<file path="config.mk">
export PLATFORM = sky130hd
export DESIGN_NAME = fadd_norm_round
export DESIGN_NICKNAME = d
export VERILOG_FILES = /design/src/rtl/fadd_norm_round.sv
export SDC_FILE = /design/constraint.sdc
export NUM_CORES = 1
export LEC_CHECK = 0
export BUFFER_PORTS_ARGS = -buffer_cell sky130_fd_sc_hd__buf_2
export CAP_MARGIN = 40
export CORE_MARGIN = 5
export CORE_UTILIZATION = 46
export CTS_BUF_LIST = sky130_fd_sc_hd__clkbuf_16
export DETAILED_ROUTE_END_ITERATION = 10
export GPL_TIMING_DRIVEN = 0
export PLACE_DENSITY_LB_ADDON = 0.15
export SYNTH_ARGS = -nofsm -noshare
export SYNTH_HDL_FRONTEND = slang
export SYNTH_SLANG_ARGS = --single-unit
</file>
<file path="constraint.sdc">
create_clock -name clk -period 4 [get_ports clk]
set_input_delay 0.6 -clock clk [delete_from_list [all_inputs] [get_ports clk]]
set_output_delay 0.6 -clock clk [all_outputs]
set_load 0.01 [all_outputs]
</file>
<file path="src/rtl/fadd_norm_round.sv">
// fadd_norm_round: post-add normalise (one shift per cycle), round-to-nearest-even and pack for the single-precision adder.
module fadd_norm_round #(
    parameter int MAXSHIFT = 26
) (
    input  logic        clk,
    input  logic        rst,
    input  logic        in_valid,
    output logic        in_ready,
    input  logic        s,
    input  logic [7:0]  e,
    input  logic [27:0] m,
    output logic        out_valid,
    input  logic        out_ready,
    output logic [31:0] y,
    output logic        ovf
);
    localparam int CW = $clog2(MAXSHIFT + 1);
    localparam logic [CW-1:0] CMAX = CW'(MAXSHIFT);
    typedef enum logic [1:0] {IDLE, NORM, ROUND, DONE} state_t;
    state_t state, state_n;
    logic sr, sr_n, sub, sub_n, ovf_n, inc;
    logic [8:0] ex, ex_n, ex_r;
    logic [27:0] mr, mr_n;
    logic [CW-1:0] cnt, cnt_n;
    logic [31:0] y_n;
    logic [24:0] sum;
    logic [7:0] field;
    assign inc = mr[2] & (mr[1] | mr[0] | mr[3]);
    assign sum = {1'b0, mr[26:3]} + {24'b0, inc};
    assign ex_r = ex + {8'b0, sum[24]};
    assign field = sub ? {7'b0, sum[23]} : ex_r[7:0];
    assign in_ready = state == IDLE;
    assign out_valid = state == DONE;
    always_comb begin
        state_n = state;
        sr_n = sr;
        ex_n = ex;
        mr_n = mr;
        sub_n = sub;
        cnt_n = cnt;
        y_n = y;
        ovf_n = ovf;
        case (state)
            IDLE: if (in_valid) begin
                state_n = NORM;
                sr_n = s;
                ex_n = {1'b0, e};
                mr_n = m;
                sub_n = 1'b0;
                cnt_n = '0;
            end
            NORM: if (mr == 28'd0) begin
                y_n = 32'd0;
                ovf_n = 1'b0;
                state_n = DONE;
            end else if (mr[27]) begin
                mr_n = {1'b0, mr[27:2], mr[1] | mr[0]};
                ex_n = ex + 9'd1;
                state_n = ROUND;
            end else if (mr[26]) begin
                state_n = ROUND;
            end else if (ex == 9'd1) begin
                sub_n = 1'b1;
                state_n = ROUND;
            end else begin
                mr_n = mr << 1;
                ex_n = ex - 9'd1;
                cnt_n = cnt + 1'b1;
            end
            ROUND: begin
                state_n = DONE;
                ovf_n = !sub && ex_r >= 9'd255;
                y_n = ovf_n ? {sr, 8'hFF, 23'd0} : {sr, field, sum[22:0]};
            end
            default: if (out_ready) state_n = IDLE;
        endcase
    end
    always_ff @(posedge clk or posedge rst) begin
        if (rst) begin
            state <= IDLE;
            sr <= 1'b0;
            ex <= '0;
            mr <= '0;
            sub <= 1'b0;
            cnt <= '0;
            y <= '0;
            ovf <= 1'b0;
        end else begin
            state <= state_n;
            sr <= sr_n;
            ex <= ex_n;
            mr <= mr_n;
            sub <= sub_n;
            cnt <= cnt_n;
            y <= y_n;
            ovf <= ovf_n;
        end
    end
    // a legal upstream sum never needs more than MAXSHIFT left shifts
    assert property (@(posedge clk) disable iff (rst)
        !(state == NORM && mr != 28'd0 && !mr[27] && !mr[26] && ex != 9'd1 && cnt == CMAX));
endmodule

</file>
Yosys cells after proc, flatten, opt, wreduce, memory -nomap -nowiden:

Index checks and enable logic that the tools add are counted.

* RAM bits: 0
* latch bits: 0
* memories kept: 0
* logic and storage cells: 73
* register bits: 74
* bits in read-only memories: 0

* multipliers: 0
* bitwise operators: 3
* eq/ne operators: 13
* add/sub/neg operators: 4
* mux-type cells: 31
* divide/modulo/power cells: 0
* shift operators: 0
* $lt $le $gt $ge: 1
* reduce and logical (&&, ||, !) cells: 13

Operators by type and width (number)
* 2-to-1 mux 27 bit: 3
* case mux 32 bit (2 select lines): 1
* 2-to-1 mux 28 bit: 2
* case mux 28 bit (2 select lines): 1
* 2-to-1 mux 9 bit: 5
* 2-to-1 mux 32 bit: 1
* 2-to-1 mux 31 bit: 1
* logical NOT 28 bit: 1
* adder 24 x 1 -> 25 bit: 1
* case mux 9 bit (2 select lines): 1
* 2-to-1 mux 2 bit: 6
* inequality test 2 bit (second input constant): 6
* adder 9 x 1 -> 9 bit: 1
* adder 9 x 1 -> 9 bit (second input constant): 1
* == test 9 x 1 -> 1 bit (second input constant): 1
* >= comparator 9 x 8 -> 1 bit (second input constant): 1
* subtractor 9 x 1 -> 9 bit (second input constant): 1
* 2-to-1 mux 8 bit: 1
* 2-to-1 mux 1 bit: 6
* inequality test 3 bit (second input constant): 2
* case mux 2 bit (3 select lines): 1
* AND reduction 3 bit: 2
* AND reduction 6 bit: 1
* inequality test 5 bit (second input constant): 1
* 12 further kinds: 17

Longest topological paths before layout:

* word-level depth: 9
* gate-level depth with buffers: 12

Worst setup path before layout:

No wires, ideal clock.

* path type: reg-to-reg
* from: register mr[3]
* to: register y[10]
* path buffers: 1
* period minus slack after synthesis: 3148 ps
* setup time: 134 ps
* arrival: 3014 ps
* path slack: 852 ps
* stages on the path, launching flop included: 13
* cell sequence: dfrtp_1 and2_1 ha_1 and4_1 nand3_1 nor4_1 ha_1 or4bb_1 nand3_1 nand4_1 o2111ai_1 clkbuf_1 o21ai_0

* longest elaborated chain between the ends: 8

Ends and longest elaborated chain
* start: declaration: line 23 `logic [27:0] mr, mr_n;`
* start signal: assignment: line 92 `mr <= mr_n;`
* OR 1 bit: line 28 `assign inc = mr[2] & (mr[1] | mr[0] | mr[3]);`
* bitwise AND 1 bit: line 28
* adder 24 x 1 -> 25 bit: line 29 `assign sum = {1'b0, mr[26:3]} + {24'b0, inc};`
* adder 9 x 1 -> 9 bit: line 30 `assign ex_r = ex + {8'b0, sum[24]};`
* >= comparator 9 x 8 -> 1 bit: line 72 `ovf_n = !sub && ex_r >= 9'd255;`
* logical AND 1 bit: line 72
* 2-to-1 mux 31 bit: line 73 `y_n = ovf_n ? {sr, 8'hFF, 23'd0} : {sr, field, sum[22:0]};`
* case mux 32 bit (2 select lines): line 43 `case (state)`
* end signal: assignment: line 95 `y <= y_n;`
* end: declaration: line 14 `output logic [31:0] y,`

Parallel ways exist; a longest one is shown, timed or not.
A chain may end at the register's enable or synchronous reset.

Worst setup path in the final report:

* from: register mr[3]
* to: register y[2]

The elaborated chain is that of the path after synthesis.

==> summary.txt <==
Run status
  – Outcome: completed

STA
  – Slew Viols, Final: 0
  – Final TNS setup: 0 ps
  – Worst Max-Slew Pin Slew: slightly above 700 ps
  – Unrepaired setup endpoints after global routing: false
  – Final setup fails: 0
  – Max frequency: 272 MHz
  – Worst clock skew: 9.01 ps
  – Min Tclk post-route: between 3000 and 4000 ps
  – Endpoints failing hold: 0
  – Final period utilization: about nine tenths
  – Worst rel slew slack: 51.7%

Pwr
  – Clock network power share: 17.1%
  – Total net switching power: 2.23 mW
  – Gate power share: 55.4%
  – Internal power: ~2.9 mW
  – Power density cells: 891 nW/um^2
  – Sequential Power Share: 27.6%
  – Maximum VDD drop: 0.000322 V
  – Sw Ratio: 43.5%
  – Leak: 2.57 nW

Logic synthesis
  – Ys flop type: dfrtp_1
  – Ys Warns: 0
  – Syn nets: 582
  – Synth unique cells: 60
  – Register area share after synthesis: 38.3%
  – Post-Synthesis Cells: about 530
  – Post-synth EDFFs: 0
  – Syn Area/Cell: 9.10 sq um
  – Synth Register Bits: 74
  – Mapped Area: around 4800 sq um
  – Post-synth ARST share: 100%

Worst setup path
  – Startpoint Class: register
  – Worst setup EP type: register
  – Crit path max fanout: 10
  – Worst EP required: 4200 ps
  – CP arrival: 3880 ps
  – WS Path Type: register to register

Cells and area
  – Share of post-route cells with drive strength above 1: 23.8%
  – Non-Filler Cell Area, Final: 5750 sq um
  – ANT cells: 0
  – Area growth from synthesis to layout: 19.0%
  – Final net count: 669

Routing
  – Remaining DRCs: 0
  – DR vias: around 4.4k
  – Routed len/inst: about 17 um
  – DRT antenna net count: 0
  – DR pass1 iterations: 5
  – Starting DRT DRC Count: about 270
  – Via density: 5.76
  – Routed WL: 13200 um

Place
  – Input/output buffers: 74
  – Half-perimeter wire length after placement: 9550 um
  – Gpl congestion: about 0.85
  – Placed cell areas: 5410 sq um

Floorplanning
  – Die W: roughly 110 um
  – I/O Pins: 76
  – Total die area: 12700 sq um
  – # rows: 37
  – Die height: 112 um
  – Initial core utilization: 47.0%
  – Core Footprint: 10300 sq um

Clock network
  – CTS tree: yes
  – Hold buffers post-CTS: 0
  – CTS sink count: 74
  – H-tree levels: 3
  – Clk pin slew, worst setup/hold paths: around 60 ps
  – TritonCTS buffer count: 9
  – Clk_lat worst skew: 330 ps
  – Setup bufs post-CTS: 0
  – Clk root buf: clkbuf_16
  – Max Buffers Root-to-Sink: 2

Global routing
  – Total Routing Usage GR: 20.7%
  – Total gr overflow: 0
  – Largest net degree at the start of global routing: 64
  – Antenna violations before repair: 0
  – Vias in the first global route: 4174
  – Global-route wire length before repair: approximately 21000 um

Worst hold path
  – Tightest Hold Check Type: input port to async pin

Run
  – # Max-Cap Violations: 0
-- state kept, by name (all words and copies together) (netlist names) --
name	flops
sr	1
ex	9
y	32
state	2
sub	1
ovf	1
mr	28
-- worst paths after layout --
path	from	to	slack [ps]	depth (start not counted)
min reg2reg	y[29]	y[29]	470	1
max	mr[3]	y[2]	320	12
min	rst	y[30]	170	2
max reg2reg	mr[3]	y[2]	320	12
min in group clk	y[29]	y[29]	470	1
max in group asynchronous	rst	y[21]	3270	3
-- power groups by stage --
| stage | Sequential, mW | Clock [mW] | Combinational [mW] |
|---|---|---|---|
| finish | 1.41 | 0.874 | 2.84 |
| global route | 1.46 | 0.925 | 3.12 |
| CTS | 1.40 | 0.882 | 2.83 |
| detailed placement | 1.41 | 0 | 2.81 |
| global placement | 1.40 | 0 | 2.75 |
| floorplan | 1.41 | 0 | 2.06 |
-- cell usage after synthesis, types with 3 or more instances --
cell type   n  share of area [%]
buf_6       6                1.4
a21oi_1     9               0.93
nand2_1    44                3.4
nor2_1     64                5.0
o31ai_1     3               0.47
o21ai_0    29                3.0
a22o_1      8                1.5
or3_1       6               0.78
o221ai_1    3               0.54
xnor2_1    17                3.1
o22ai_1     3               0.39
clkbuf_1   29                2.3
dfrtp_1    74                 38
mux2_2     10                2.3
nor3_1     18                1.9
inv_1      20                1.6
a221oi_1   25                4.5
and4_1      3               0.54
nand4_1    11                1.4
nand3b_1    3               0.47
buf_2      13                1.3
a221o_1     3               0.62
and3_1      5               0.65
and2_1      3               0.39
mux2_4     17                5.3
xor2_1     12                2.2
nor4_1     12                1.6
ha_1       10                2.6
mux2i_1     7                1.5
nand2b_1    3               0.39
o211a_1     3               0.62
nand3_1    17                1.8
-- final cells by class --
class                      instances  area, sq um
timing repair buffer              76          405
clock inverter                     7         92.6
fill                             995         4530
multi-input combinational        387         2680
inverter                          20         77.6
sequential                        74         1850
clock buffer                       9          225
buffer                            50          249
tap                              136          170
-- metal layers --
layer | track usage [%] | vias to the layer above | part of all wire, %
met4 | 4.89 | 0 | 1.2
met5 | 0 | - | 0
met2 | 32.5 | 152 | 47
li1 | - | 2094 | -
met3 | 4.26 | 13 | 7.1
met1 | 29.3 | 2113 | 45
-- logic make-up after synthesis --
| group | Yosys count | synth area share, % |
|---|---|---|
| DFF | 74 | 38.3 |
| xor gates and xnor gates | 29 | 5.26 |
| adders and majority gates | 10 | 2.59 |
| muxes | 34 | 9.07 |
| buffers and inverters | 70 | 6.71 |
| AOI/OAI and AO/OA | 116 | 18.1 |
| and+or+nand+nor | 198 | 20.0 |
-- worst max-delay path: stages, from the launching register on --
cell       delay [ps]
dfrtp_1           480
and2_1            170
ha_1              190
and4_1            310
nand3_2           250
nor4_4            450
ha_1              320
or4bb_1           410
nand3_1           100
nand4_1           140
o2111ai_1         220
clkbuf_1          330
o21ai_0           150
-- placed cells by master, fill, tap and decap left out, types with 5 or more instances in the layout --
cell / synthesis / routed
buf_2: 13 / 87
dfrtp_1: 74 / 74
nor2_1: 64 / 64
nand2_1: 44 / 44
clkbuf_1: 29 / 29
o21ai_0: 29 / 29
a221oi_1: 25 / 25
inv_1: 20 / 19
nor3_1: 18 / 18
xnor2_1: 17 / 17
mux2_4: 17 / 17
nand3_1: 17 / 16
xor2_1: 12 / 12
nor4_1: 12 / 11
nand4_1: 11 / 11
mux2_2: 10 / 10
ha_1: 10 / 10
a21oi_1: 9 / 9
clkbuf_16: 0 / 9
a22o_1: 8 / 8
mux2i_1: 7 / 7
buf_6: 6 / 6
or3_1: 6 / 6
and3_1: 5 / 5
-- through the flow --
step                setup WS [ps]  utilization (%)  total power [mW]  hold slack (ps)  instances
global route                 37.7             55.9              5.50              200        759
detailed placement           7.23             52.6              4.22              457        743
finish                        321             55.9              5.12              174        759
global placement             -240             52.3              4.15              458        741
CTS                           145             55.8              5.11              178        759
floorplan                     852                -              3.47              479        531
-- what timing repair did --
action / CTS / global route
setup endpoints to repair: 7 / 16
gates resized for setup: 1 / 2
pin swaps: 0 / 0
Note: power is estimated with default switching activity, not from simulation.
